<file path="src/rtl/handle_move_multi_pkg.sv">
// Shared codes for the move handler: game turn states, interboard message types, FSM encoding.
package handle_move_multi_pkg;

    localparam logic [3:0] GS_P0_TURN = 4'd1;
    localparam logic [3:0] GS_P1_TURN = 4'd2;

    localparam logic [3:0] MSG_MOVE_TAKE    = 4'd1;
    localparam logic [3:0] MSG_MOVE_DOWN    = 4'd2;
    localparam logic [3:0] MSG_MOVE_RESTORE = 4'd3;

    typedef enum logic [2:0] {
        ST_IDLE     = 3'd0,
        ST_SELECT   = 3'd1,
        ST_REQ      = 3'd2,
        ST_WAIT_ACK = 3'd3,
        ST_HOLD     = 3'd4,
        ST_DONE     = 3'd5
    } move_state_t;

    // Game state code meaning "it is this player's turn".
    function automatic logic [3:0] turn_state(input int player);
        return (player == 0) ? GS_P0_TURN : GS_P1_TURN;
    endfunction

endpackage

</file>
<file path="src/rtl/handle_move_multi_ack_timer.sv">
// Acknowledge watchdog: loaded while a request is pulsed, counts down while waiting,
// flags expiry once ACK_TIMEOUT waiting cycles have passed without an acknowledge.
module handle_move_multi_ack_timer #(
    parameter  int ACK_TIMEOUT = 1023,
    localparam int CNT_W       = $clog2(ACK_TIMEOUT + 1)
) (
    input  logic clk,
    input  logic clear,
    input  logic start,
    input  logic run,
    output logic expire
);

    logic [CNT_W-1:0] cnt;

    // Down-counter with terminal count at zero; start has priority over counting.
    always_ff @(posedge clk) begin
        if (clear) begin
            cnt <= '0;
        end else if (start) begin
            cnt <= CNT_W'(ACK_TIMEOUT - 1);
        end else if (run && (cnt != '0)) begin
            cnt <= cnt - 1'b1;
        end
    end

    assign expire = run && (cnt == '0);

endmodule

</file>
<file path="src/rtl/handle_move_multi.sv">
// Multi-card move handler for one player's turn: builds a run of adjacent cards,
// then drops or restores it, issuing each step as an acknowledged request.
//
//   state    | meaning
//   IDLE     | waiting for move_en on my turn
//   SELECT   | move open, nothing picked up yet
//   REQ      | request pulse to the interboard controller
//   WAIT_ACK | waiting for inter_ready (re-pulses on timeout)
//   HOLD     | run in hand; extend, drop or restore
//   DONE     | move_done pulse, back to IDLE
module handle_move_multi
    import handle_move_multi_pkg::*;
#(
    parameter  int PLAYER      = 0,
    parameter  int BX_W        = 5,
    parameter  int BY_W        = 3,
    parameter  int CARD_W      = 6,
    parameter  int MAX_SEL     = 7,
    parameter  int ACK_TIMEOUT = 1023,
    localparam int SEL_W       = $clog2(MAX_SEL + 1)
) (
    input  logic              clk,
    input  logic              rst,
    input  logic              interboard_rst,
    input  logic              move_en,
    input  logic [3:0]        cur_game_state,
    input  logic              inter_ready,
    input  logic              valid_card_take,
    input  logic              valid_card_down,
    input  logic [CARD_W-1:0] hover_card,
    input  logic              l_click,
    input  logic              r_click,
    input  logic              mouse_inblock,
    input  logic [BX_W-1:0]   mouse_block_x,
    input  logic [BY_W-1:0]   mouse_block_y,
    output logic              move_done,
    output logic              move_ctrl_en,
    output logic              move_ctrl_move_dir,
    output logic [BX_W-1:0]   move_ctrl_block_x,
    output logic [BY_W-1:0]   move_ctrl_block_y,
    output logic [3:0]        move_ctrl_msg_type,
    output logic [CARD_W-1:0] move_ctrl_card,
    output logic [SEL_W-1:0]  move_ctrl_sel_len,
    output logic              busy
);

    move_state_t state_q, state_d;

    logic              rst_all;
    logic              my_turn;
    logic              listening;
    logic              l_q, r_q, inblock_q, take_q, down_q;
    logic [BX_W-1:0]   x_q, origin_x, last_x;
    logic [BY_W-1:0]   y_q, origin_y;
    logic [CARD_W-1:0] card_q, first_card;
    logic [SEL_W-1:0]  sel_len;
    logic              take_ok, down_ok, can_extend, expire;
    logic              do_first, do_extend, do_down, do_restore;

    assign rst_all   = rst | interboard_rst;
    assign my_turn   = (cur_game_state == turn_state(PLAYER));
    // Clicks only count while the FSM is actually looking at them.
    assign listening = (state_q == ST_SELECT) || (state_q == ST_HOLD);

    assign take_ok    = l_q & inblock_q & take_q;
    assign down_ok    = l_q & inblock_q & down_q;
    // Run grows rightwards along the origin row; no wrap past the last column.
    assign can_extend = (y_q == origin_y) && (last_x != '1) &&
                        (x_q == last_x + 1'b1) && (sel_len < SEL_W'(MAX_SEL));

    // Input capture stage: one registered copy of the mouse/click view.
    always_ff @(posedge clk) begin
        if (rst_all) begin
            l_q       <= 1'b0;
            r_q       <= 1'b0;
            inblock_q <= 1'b0;
            take_q    <= 1'b0;
            down_q    <= 1'b0;
            x_q       <= '0;
            y_q       <= '0;
            card_q    <= '0;
        end else begin
            l_q       <= l_click & listening;
            r_q       <= r_click & listening;
            inblock_q <= mouse_inblock;
            take_q    <= valid_card_take;
            down_q    <= valid_card_down;
            x_q       <= mouse_block_x;
            y_q       <= mouse_block_y;
            card_q    <= hover_card;
        end
    end

    // State register.
    always_ff @(posedge clk) begin
        if (rst_all) state_q <= ST_IDLE;
        else         state_q <= state_d;
    end

    // Next-state decode; right click (or losing the turn) beats any left click.
    always_comb begin
        state_d    = state_q;
        do_first   = 1'b0;
        do_extend  = 1'b0;
        do_down    = 1'b0;
        do_restore = 1'b0;
        case (state_q)
            ST_IDLE: begin
                if (move_en && my_turn) state_d = ST_SELECT;
            end
            ST_SELECT, ST_HOLD: begin
                if (!my_turn || r_q) begin
                    if (sel_len == '0) begin
                        state_d = ST_DONE;
                    end else begin
                        do_restore = 1'b1;
                        state_d    = ST_REQ;
                    end
                end else if (take_ok && (sel_len == '0)) begin
                    do_first = 1'b1;
                    state_d  = ST_REQ;
                end else if (take_ok && can_extend) begin
                    do_extend = 1'b1;
                    state_d   = ST_REQ;
                end else if (down_ok && (state_q == ST_HOLD)) begin
                    do_down = 1'b1;
                    state_d = ST_REQ;
                end
            end
            ST_REQ: begin
                state_d = ST_WAIT_ACK;
            end
            ST_WAIT_ACK: begin
                if (inter_ready)
                    state_d = (move_ctrl_msg_type == MSG_MOVE_TAKE) ? ST_HOLD : ST_DONE;
                else if (expire)
                    state_d = ST_REQ;
            end
            ST_DONE: begin
                state_d = ST_IDLE;
            end
            default: begin
                state_d = ST_IDLE;
            end
        endcase
    end

    // Run bookkeeping and request fields; fields stay put until the next queued request.
    always_ff @(posedge clk) begin
        if (rst_all) begin
            origin_x           <= '0;
            origin_y           <= '0;
            last_x             <= '0;
            first_card         <= '0;
            sel_len            <= '0;
            move_ctrl_move_dir <= 1'b0;
            move_ctrl_block_x  <= '0;
            move_ctrl_block_y  <= '0;
            move_ctrl_msg_type <= '0;
            move_ctrl_card     <= '0;
            move_ctrl_sel_len  <= '0;
        end else if (do_first) begin
            origin_x           <= x_q;
            origin_y           <= y_q;
            last_x             <= x_q;
            first_card         <= card_q;
            sel_len            <= SEL_W'(1);
            move_ctrl_move_dir <= 1'b0;
            move_ctrl_block_x  <= x_q;
            move_ctrl_block_y  <= y_q;
            move_ctrl_msg_type <= MSG_MOVE_TAKE;
            move_ctrl_card     <= card_q;
            move_ctrl_sel_len  <= SEL_W'(1);
        end else if (do_extend) begin
            last_x             <= x_q;
            sel_len            <= sel_len + 1'b1;
            move_ctrl_move_dir <= 1'b0;
            move_ctrl_block_x  <= x_q;
            move_ctrl_block_y  <= y_q;
            move_ctrl_msg_type <= MSG_MOVE_TAKE;
            move_ctrl_card     <= card_q;
            move_ctrl_sel_len  <= sel_len + 1'b1;
        end else if (do_down) begin
            move_ctrl_move_dir <= 1'b1;
            move_ctrl_block_x  <= x_q;
            move_ctrl_block_y  <= y_q;
            move_ctrl_msg_type <= MSG_MOVE_DOWN;
            move_ctrl_card     <= first_card;
            move_ctrl_sel_len  <= sel_len;
        end else if (do_restore) begin
            move_ctrl_move_dir <= 1'b1;
            move_ctrl_block_x  <= origin_x;
            move_ctrl_block_y  <= origin_y;
            move_ctrl_msg_type <= MSG_MOVE_RESTORE;
            move_ctrl_card     <= first_card;
            move_ctrl_sel_len  <= sel_len;
        end else if (state_q == ST_DONE) begin
            sel_len <= '0;
        end
    end

    handle_move_multi_ack_timer #(
        .ACK_TIMEOUT(ACK_TIMEOUT)
    ) u_ack_timer (
        .clk   (clk),
        .clear (rst_all),
        .start (state_q == ST_REQ),
        .run   (state_q == ST_WAIT_ACK),
        .expire(expire)
    );

    assign move_ctrl_en = (state_q == ST_REQ);
    assign move_done    = (state_q == ST_DONE);
    assign busy         = (state_q != ST_IDLE);

endmodule

</file>
<file path="config.mk">
export PLATFORM = sky130hd
export DESIGN_NAME = handle_move_multi
export DESIGN_NICKNAME = d
export VERILOG_FILES = /design/src/rtl/handle_move_multi_pkg.sv /design/src/rtl/handle_move_multi_ack_timer.sv /design/src/rtl/handle_move_multi.sv
export SDC_FILE = /design/constraint.sdc
export NUM_CORES = 1
export LEC_CHECK = 0
export ABC_AREA = 0
export CAP_MARGIN = 5
export CORE_ASPECT_RATIO = 1.2
export CORE_UTILIZATION = 30
export DETAILED_ROUTE_END_ITERATION = 10
export PLACE_DENSITY = 0.55
export SETUP_SLACK_MARGIN = 0.02
export SLEW_MARGIN = 20
export SYNTH_ARGS = -nofsm -noshare
export SYNTH_HDL_FRONTEND = slang
export SYNTH_SLANG_ARGS = --single-unit
</file>
<file path="constraint.sdc">
create_clock -name clk -period 5.4 [get_ports clk]
set_clock_uncertainty 0.05 [all_clocks]
set_input_delay 1.08 -clock clk [delete_from_list [all_inputs] [get_ports clk]]
set_output_delay 1.08 -clock clk [all_outputs]
set_load 0.02 [all_outputs]
</file>
==> results of run 1 <==
[final timing paths]
path | to | slack [ns] | cells after the start
max | move_ctrl_sel_len[0]$_SDFFE_PP0P_ | 1.63 | 9
min | origin_x[2]$_SDFFE_PP0P_ | 0.40 | 2
max reg2reg | move_ctrl_sel_len[0]$_SDFFE_PP0P_ | 2.13 | 10
min reg2reg | origin_x[2]$_SDFFE_PP0P_ | 0.40 | 2
[final cells by class]
cell class | instances | area [um2]
Inverter | 13 | 48.8
Tap cell | 132 | 165
Multi-Input combinational cell | 286 | 1780
Sequential cell | 73 | 1460
Timing Repair Buffer | 55 | 538
Clock inverter | 2 | 12.5
Clock buffer | 13 | 270
Fill cell | 1126 | 6760
[cells by family after synthesis]
group / Yosys count
simple gates: 159
other cells: 1
buf+inv: 36
xor+xnor: 18
flops: 73
mux: 8
fa+ha+maj: 6
compound gates: 93
[flip-flops by register name, indices dropped and copies added, names as in the netlist, 3 cells and up]
register,cells
x_q,5
state_q,3
last_x,5
move_ctrl_block_x,5
move_ctrl_card,6
origin_x,5
card_q,6
u_ack_timer.cnt,10
first_card,6
y_q,3
move_ctrl_block_y,3
sel_len,3
move_ctrl_sel_len,3
origin_y,3
[placed cells by master (no fill, tap or decap), types with 2 or more instances in the layout]
| master | netlist | final |
|---|---|---|
| mux2i_1 | 7 | 7 |
| o2111ai_1 | 3 | 3 |
| nand3_1 | 8 | 8 |
| o22ai_1 | 4 | 4 |
| nand2_1 | 45 | 45 |
| a221o_1 | 5 | 5 |
| nor2b_1 | 3 | 3 |
| and3_1 | 11 | 11 |
| buf_4 | 4 | 5 |
| a21boi_0 | 2 | 2 |
| o31a_1 | 2 | 2 |
| nand2b_1 | 2 | 2 |
| nand4_1 | 3 | 3 |
| a21oi_1 | 38 | 38 |
| conb_1 | 1 | 2 |
| o21a_1 | 4 | 4 |
| nor3_2 | 3 | 3 |
| nor2_1 | 22 | 22 |
| a31oi_1 | 2 | 2 |
| or4_1 | 2 | 2 |
| nor3_1 | 25 | 25 |
| and2_1 | 18 | 18 |
| nor3b_1 | 3 | 3 |
| or3_1 | 2 | 2 |
| o21ai_0 | 15 | 15 |
| ha_1 | 6 | 6 |
| xnor2_1 | 10 | 10 |
| clkbuf_16 | 0 | 9 |
| or2_2 | 2 | 2 |
| nor4_1 | 2 | 2 |
| clkbuf_8 | 0 | 3 |
| a32oi_1 | 6 | 6 |
| xor2_1 | 8 | 8 |
| o21ai_1 | 2 | 2 |
| dfxtp_1 | 73 | 73 |
| clkdlybuf4s50_1 | 0 | 50 |
| inv_1 | 13 | 13 |
[power by group]
| part | internal, mW | switching, mW |
|---|---|---|
| registers | 0.545 | 0.00568 |
| logic | 0.0271 | 0.0239 |
| clock network | 0.345 | 0.214 |
| total | 0.917 | 0.244 |
[tightest hold or removal path: stages (launching register included)]
cell     delay [ns]
dfxtp_1        0.30
nand2_1        0.05
a21oi_1        0.05
[layer usage]
layer | vias to the layer above | share of wire, % | track usage (%)
met5 | - | 0 | 0
met4 | 0 | 1.1 | 5.06
met3 | 8 | 4.0 | 3.96
met2 | 64 | 47 | 24.4
met1 | 1353 | 48 | 19.0
li1 | 1482 | - | -
[metrics by stage]
stage          cells  cell area [um2]
4_1_cts          574             4270
6_report         574             4270
5_1_grt          574             4270
2_1_floorplan    395             3400
3_3_place_gp     559             3990
3_5_place_dp     559             3990
==> results.json, run 1 <==
{
  "synth_xor_area_share_pct": 4.65,
  "grt_max_degree": 46,
  "dr.pass1.iters": 4,
  "cts_htree_levels": 3,
  "synth_cells": 394,
  "ys_ff_latch": 73,
  "place_ws_ns": 1.29,
  "wl_mm": 8.26,
  "power_mw": 1.16,
  "tightest_slew_ns": 0.920,
  "via_per_inst": 5.06,
  "synth_area_per_cell_um2": 8.61,
  "ios": 53,
  "rows": 42,
  "place.gp.congestion": 0.783,
  "final.min_clock_period_ns": 3.77,
  "dieArea_um2": 11700,
  "cp_num_buf_inv": 2,
  "cts_tree": "yes",
  "min_path_type": "flip-flop to flip-flop",
  "worstHoldStart": "origin_x[2]$_SDFFE_PP0P_",
  "clockBufferDepth": 2,
  "grt_remaining_overflow": 0,
  "muxShareOfSynthArea_pct": 2.40,
  "mappedNetlistArea_um2": 3390,
  "synth_commonest_cells": "73 x dfxtp_1, 45 x nand2_1, 38 x a21oi_1, 25 x nor3_1, 22 x nor2_1",
  "initialDrtViolationCount": 198,
  "powerDensity_nw_per_um2": 272,
  "async_reset_ff_share_pct": 0,
  "clk_latency_ns": 0.33,
  "die_h_um": 118,
  "critPathLaunchType": "input pin",
  "netlist-cell-type-count": 56,
  "period_share_pct": 69.8,
  "cp-startpoint": "cur_game_state[3]",
  "fin_util_pct": 38.7,
  "crit_family": "simple AND/OR/NAND/NOR gates",
  "drc": 0,
  "hold_viol": 0,
  "synth.top_cells.by_area": "dfxtp_1 43%, a21oi_1 5.6%, nand2_1 5.0%",
  "final_nets": 472,
  "layout-drive-gt1-share_pct": 7.47,
  "worstPathArrival_ns": 3.97,
  "areaGrowthSynthToFinish_pct": 26.0,
  "wire_per_inst_um": 14.4,
  "crit_path_end_kind": "flip-flop",
  "synth_top_area_share_pct": 43.1,
  "grt_pass1_wl_mm": 13.8,
  "slew_headroom_pct": 38.7,
  "max_cap_viol_count": 0,
  "worst_path_largest_cell_delay_ns": 0.65,
  "synth_top_family_by_area": "simple AND/OR/NAND/NOR gates",
  "path_max_fanout": 16,
  "setup_slack_ns": 1.63,
  "synth-simple-area-share_pct": 25.0,
  "antennaDiodeCount": 0,
  "core_area_um2": 11000,
  "initial_core_util_pct": 30.7,
  "yosysSeqAreaShare_pct": 43.1,
  "vdd_drop_max_v": 0.000117,
  "antenna_left": 0,
  "synth-edff-count": 0,
  "setup_tns_ns": 0,
  "cp.required_ns": 5.60,
  "r2r_start": "last_x[0]$_SDFFE_PP0P_",
  "dieWidth_um": 99.1,
  "fmax_ghz": 0.265,
  "yosysMostFrequentCell": "dfxtp_1",
  "slowest_stage": "nor3_2",
  "holdBufCountCts": 0,
  "ys.flop_type": "dfxtp_1",
  "path_cells": "clkdlybuf4s50_1 > or4b_4 > nor4_4 > buf_4 > nand2_1 > nor3_2 > ha_1 > o21bai_1 > a31oi_1",
  "path_class": "input pin to flip-flop",
  "p_leak_nw": 1.57,
  "setup_viol": 0,
  "first_global_vias": 2863,
  "yosysWarningCount": 0,
  "synth_fa_ha_area_share_pct": 2.21,
  "grt_util_all_layers_pct": 15.0,
  "rsz0062_at_grt": "no",
  "cts_sinks": 73,
  "hpwl_mm": 5.78,
  "cts_buffers": 9,
  "status": "finished clean",
  "yosys.area.top_type": "dfxtp_1",
  "cts-root-buf": "clkbuf_16",
  "post-cts-setup-buffers": 0,
  "final-max-slew-violation-count": 0,
  "postCtsResizedCells": 0,
  "clk_pin_slew_ns": 0.06,
  "whs_ns": 0.398,
  "synth_compound_area_share_pct": 17.9,
  "io_buffers": 50,
  "num_vias": 2907,
  "antenna_found_initial": 0
}
(Power assumes the default switching activity.)
==> run 2, diff against run 1 <==
--- a/config.mk
+++ b/config.mk
@@ -10,7 +10,7 @@
 export CORE_ASPECT_RATIO = 1.2
 export CORE_UTILIZATION = 30
 export DETAILED_ROUTE_END_ITERATION = 10
-export PLACE_DENSITY = 0.55
+export PLACE_DENSITY = 0.56
 export SETUP_SLACK_MARGIN = 0.02
 export SLEW_MARGIN = 20
 export SYNTH_ARGS = -nofsm -noshare
==> constraint.sdc (replaced) <==
create_clock -name clk -period 3.37 [get_ports clk]
set_clock_uncertainty 0.05 [all_clocks]
set_input_delay 0.674 -clock clk [delete_from_list [all_inputs] [get_ports clk]]
set_output_delay 0.674 -clock clk [all_outputs]
set_load 0.02 [all_outputs]
==> run 2 against run 1 <==
  * Sequential share of layout area shrank 0.66 points
  * Core utilization grew 0.76 points
  * Die area is the same
  * Wire length grew 0.30%
  * Setup slack lost 1.2 ns
  * Combinational power grew 61%
  * Sequential cell count is the same
  * Register-to-register slack lost 1.7 ns
  * Critical path depth shrank 4
  * Count of clock-buffer cells in the layout shrank 3
  * Via count grew 2.4%
==> results.json, run 2 (synthesis gave the netlist of run 1 again) <==
{
  "die_h_um": 118,
  "fin_util_pct": 39.5,
  "worst_path_largest_cell_delay_ns": 0.61,
  "antenna_found_initial": 0,
  "cts_buffers": 9,
  "post-cts-setup-buffers": 0,
  "clk_latency_ns": 0.34,
  "areaGrowthSynthToFinish_pct": 28.4,
  "hold_viol": 0,
  "clk_pin_slew_ns": 0.06,
  "power_mw": 2.00,
  "clockBufferDepth": 2,
  "cts_sinks": 73,
  "tightest_slew_ns": 0.829,
  "whs_ns": 0.402,
  "p_leak_nw": 1.62,
  "fmax_ghz": 0.337,
  "path_cells": "inv_1 > nor2_1 > nand2_1 > inv_1 > clkdlybuf4s50_1",
  "layout_commonest_cell": "dfxtp_1",
  "cts-root-buf": "clkbuf_16",
  "layout-drive-gt1-share_pct": 8.93,
  "rows": 42,
  "slowest_stage": "clkdlybuf4s50_1",
  "hpwl_mm": 5.91,
  "antennaDiodeCount": 0,
  "holdBufCountCts": 0,
  "postCtsResizedCells": 0,
  "final_cell_mix": "73 x dfxtp_1, 50 x clkdlybuf4s50_1, 45 x nand2_1",
  "num_vias": 2978,
  "dieArea_um2": 11700,
  "final.min_clock_period_ns": 2.97,
  "core_area_um2": 11000,
  "final_nets": 477,
  "period_share_pct": 88.1,
  "critPathLaunchType": "flip-flop",
  "worstPathArrival_ns": 2.24,
  "largest_reg_flops": 10,
  "crit_family": "buffers and inverters",
  "powerDensity_nw_per_um2": 460,
  "setup_tns_ns": 0,
  "grt_remaining_overflow": 0,
  "initial_core_util_pct": 30.7,
  "min_path_type": "flip-flop to flip-flop",
  "setup_viol": 0,
  "wl_mm": 8.29,
  "crit_top_cell": "inv_1",
  "path_max_fanout": 10,
  "grt_pass1_wl_mm": 13.8,
  "multi_input_area_um2": 1780,
  "grt_util_all_layers_pct": 15.2,
  "path_class": "flip-flop to primary output",
  "antenna_left": 0,
  "regArea_um2": 1460,
  "max_cap_viol_count": 0,
  "crit_path_end_kind": "primary output",
  "io_buffers": 50,
  "via_per_inst": 5.13,
  "initialDrtViolationCount": 159,
  "slew_headroom_pct": 44.4,
  "drc": 0,
  "cts_tree": "yes",
  "status": "finished clean",
  "cp.required_ns": 2.65,
  "fillCellCount": 1121,
  "first_global_vias": 2830,
  "vdd_drop_max_v": 0.000202,
  "cts_htree_levels": 3,
  "dr.pass1.iters": 4,
  "ios": 53,
  "grt_max_degree": 31,
  "place.gp.congestion": 0.843,
  "rsz0062_at_grt": "no",
  "final-max-slew-violation-count": 0,
  "regMostFlops": "u_ack_timer.cnt",
  "cp_num_buf_inv": 3,
  "wire_per_inst_um": 14.3,
  "dieWidth_um": 99.1
}
run 2: layout make-up:
type | instances | share of cell area [%]
multi-input cells | 286 | 40.8
flip-flops and latches | 73 | 33.5
repair buffers | 60 | 13.2
clock buffers | 10 | 5.49
well taps | 132 | 3.79
clock inverters | 6 | 2.07
inverters | 13 | 1.12
run 2: path summary, 6_finish.rpt:
check	from	end	slack (ns)	cells past startpoint
setup / recovery	state_q[1]$_SDFFE_PP0P_	move_ctrl_en	0.40	5
hold / removal	origin_x[2]$_SDFFE_PP0P_	origin_x[2]$_SDFFE_PP0P_	0.40	2
setup reg to reg	last_x[0]$_SDFFE_PP0P_	state_q[0]$_SDFFE_PP0P_	0.45	9
hold reg to reg	origin_x[2]$_SDFFE_PP0P_	origin_x[2]$_SDFFE_PP0P_	0.40	2
run 2: power by group:
group	leakage (nW)	switching (mW)	internal [mW]
registers	0.590	0.00908	0.872
clock network	0.159	0.370	0.670
logic	0.871	0.0382	0.0441
run 2: metal layers:
| layer | up-vias | global-route usage (%) | wire (um) |
|---|---|---|---|
| met2 | 74 | 25.3 | 4080 |
| met1 | 1396 | 18.3 | 3690 |
| met3 | 12 | 4.20 | 376 |
| met5 | - | 0 | 0 |
| met4 | 0 | 6.62 | 150 |
| li1 | 1496 | - | - |
run 2: metrics by stage:
stage | worst slack [ns] | cell area (um2) | std cells
6_report | 0.402 | 4360 | 580
5_1_grt | 0.213 | 4360 | 580
4_1_cts | 0.403 | 4360 | 580
3_5_place_dp | 0.160 | 4030 | 564
3_3_place_gp | 0.221 | 4030 | 564
2_1_floorplan | 0.636 | 3400 | 395
run 2: worst register-to-register path, stage by stage, from the launching register on:
cell      delay (ns)
dfxtp_1         0.33
ha_1            0.24
and3_1          0.20
ha_1            0.28
xor2_1          0.16
or4_1           0.57
a211oi_4        0.25
a21oi_2         0.22
a211oi_2        0.35
mux2i_1         0.21
==> run 3, diff against run 2 <==
--- a/config.mk
+++ b/config.mk
@@ -11,6 +11,7 @@
 export CORE_UTILIZATION = 30
 export DETAILED_ROUTE_END_ITERATION = 10
 export PLACE_DENSITY = 0.56
+export REMOVE_ABC_BUFFERS = 1
 export SETUP_SLACK_MARGIN = 0.02
 export SLEW_MARGIN = 20
 export SYNTH_ARGS = -nofsm -noshare
==> run 3 against run 2 <==
  * Total power down 5.3%
  * Combinational power up 3.9%
  * Worst hold slack worse by 0.0016 ns
  * Via count up 0.27%
  * Global-route usage up 0.29 points
  * Register-to-register slack about the same
  * Setup slack better by 0.022 ns
  * Die area unchanged
==> results.json, run 3 (synthesis gave the netlist of run 1 again) <==
{
  "grt_max_degree": 20,
  "largest_reg_flops": 10,
  "wl_mm": 8.47,
  "clockBufferDepth": 2,
  "initial_core_util_pct": 30.7,
  "final_cell_mix": "73 x dfxtp_1, 50 x clkdlybuf4s50_1, 45 x nand2_1",
  "whs_ns": 0.400,
  "min_path_type": "flip-flop to flip-flop",
  "cts_htree_levels": 3,
  "fin_util_pct": 39.5,
  "grt_util_all_layers_pct": 15.5,
  "path_class": "flip-flop to primary output",
  "grt_pass1_wl_mm": 14.3,
  "rsz0062_at_grt": "no",
  "place.gp.congestion": 0.846,
  "dr.pass1.iters": 4,
  "period_share_pct": 87.4,
  "die_h_um": 118,
  "dieArea_um2": 11700,
  "rrSetupSlack_ns": 0.44,
  "final.min_clock_period_ns": 2.95,
  "antenna_found_initial": 0,
  "r2r-end": "state_q[0]$_SDFFE_PP0P_",
  "final-max-slew-violation-count": 0,
  "max_cap_viol_count": 0,
  "rows": 42,
  "path_cells": "inv_1 > nor2_1 > nand2_1 > inv_1 > clkdlybuf4s50_1",
  "crit_path_end_kind": "primary output",
  "worstHoldStart": "origin_x[4]$_SDFFE_PP0P_",
  "cts-root-buf": "clkbuf_16",
  "clk_latency_ns": 0.34,
  "regMostFlops": "u_ack_timer.cnt",
  "p_leak_nw": 1.63,
  "antenna_left": 0,
  "status": "finished clean",
  "cp.required_ns": 2.65,
  "hpwl_mm": 6.22,
  "setup_viol": 0,
  "post-cts-setup-buffers": 0,
  "io_buffers": 50,
  "grt_remaining_overflow": 0,
  "via_per_inst": 5.11,
  "cp_num_buf_inv": 3,
  "areaGrowthSynthToFinish_pct": 28.4,
  "crit_top_cell": "inv_1",
  "path_max_fanout": 10,
  "first_global_vias": 2999,
  "ios": 53,
  "hold_viol": 0,
  "worst_path_largest_cell_delay_ns": 0.61,
  "powerDensity_nw_per_um2": 436,
  "postCtsResizedCells": 0,
  "layout-drive-gt1-share_pct": 9.73,
  "tightest_slew_ns": 0.689,
  "holdBufCountCts": 0,
  "worst-path-stages": 5,
  "cts_sinks": 73,
  "power_mw": 1.90,
  "slowest_stage": "clkdlybuf4s50_1",
  "worstPathArrival_ns": 2.22,
  "min_path_cells": 2,
  "setup_tns_ns": 0,
  "wire_per_inst_um": 14.5,
  "r2r_start": "last_x[0]$_SDFFE_PP0P_",
  "cts_buffers": 9,
  "antennaDiodeCount": 0,
  "drc": 0,
  "layout_commonest_cell": "dfxtp_1",
  "num_vias": 2986,
  "holdPathEnd": "origin_x[4]$_SDFFE_PP0P_",
  "crit_family": "buffers and inverters",
  "initialDrtViolationCount": 133,
  "fmax_ghz": 0.339,
  "dieWidth_um": 99.1,
  "clk_pin_slew_ns": 0.06,
  "cts_tree": "yes",
  "r2r_cells": 9,
  "critPathLaunchType": "flip-flop",
  "vdd_drop_max_v": 0.000184,
  "final_nets": 481,
  "core_area_um2": 11000,
  "slew_headroom_pct": 53.8
}
run 3: power breakdown:
group / switching (mW) / internal, mW
Clock: 0.354 / 0.576
Combinational: 0.0399 / 0.0456
Sequential: 0.00924 / 0.872
run 3: how the worst max path moves through the flow:
stage	from	to
6_report	state_q[1]$_SDFFE_PP0P_	move_ctrl_en
5_1_grt	state_q[1]$_SDFFE_PP0P_	move_ctrl_en
4_1_cts	state_q[1]$_SDFFE_PP0P_	move_ctrl_en
3_5_place_dp	cur_game_state[3]	move_ctrl_block_x[0]$_SDFFE_PP0P_
3_3_place_gp	cur_game_state[3]	move_ctrl_block_y[0]$_SDFFE_PP0P_
2_1_floorplan	cur_game_state[3]	move_ctrl_sel_len[0]$_SDFFE_PP0P_
run 3: layout make-up:
cell class,instances,area [um2]
Sequential cell,73,1460
Tap cell,132,165
Timing Repair Buffer,64,606
Fill cell,1141,6680
Inverter,13,48.8
Clock inverter,2,10.0
Multi-Input combinational cell,286,1780
Clock buffer,14,284
run 3: layer usage:
metal	track usage [%]	share of wire (%)
met1	18.3	46
met2	26.7	49
met3	3.84	3.0
met4	6.34	2.1
met5	0	0
run 3: worst register-to-register path: stages, from the launching register on:
cell,delay (ns)
dfxtp_1,0.33
ha_1,0.25
and3_1,0.20
ha_1,0.28
xor2_1,0.16
or4_1,0.56
a211oi_4,0.27
a21oi_2,0.22
a211oi_2,0.35
mux2i_1,0.21
run 3: per-stage QoR:
| step | instances | setup WS [ns] | instance area [um2] |
|---|---|---|---|
| 2_1_floorplan | 372 | 0.293 | 3290 |
| 3_3_place_gp | 568 | 0.360 | 4060 |
| 3_5_place_dp | 568 | 0.333 | 4060 |
| 4_1_cts | 584 | 0.427 | 4350 |
| 5_1_grt | 584 | 0.250 | 4350 |
| 6_report | 584 | 0.424 | 4350 |
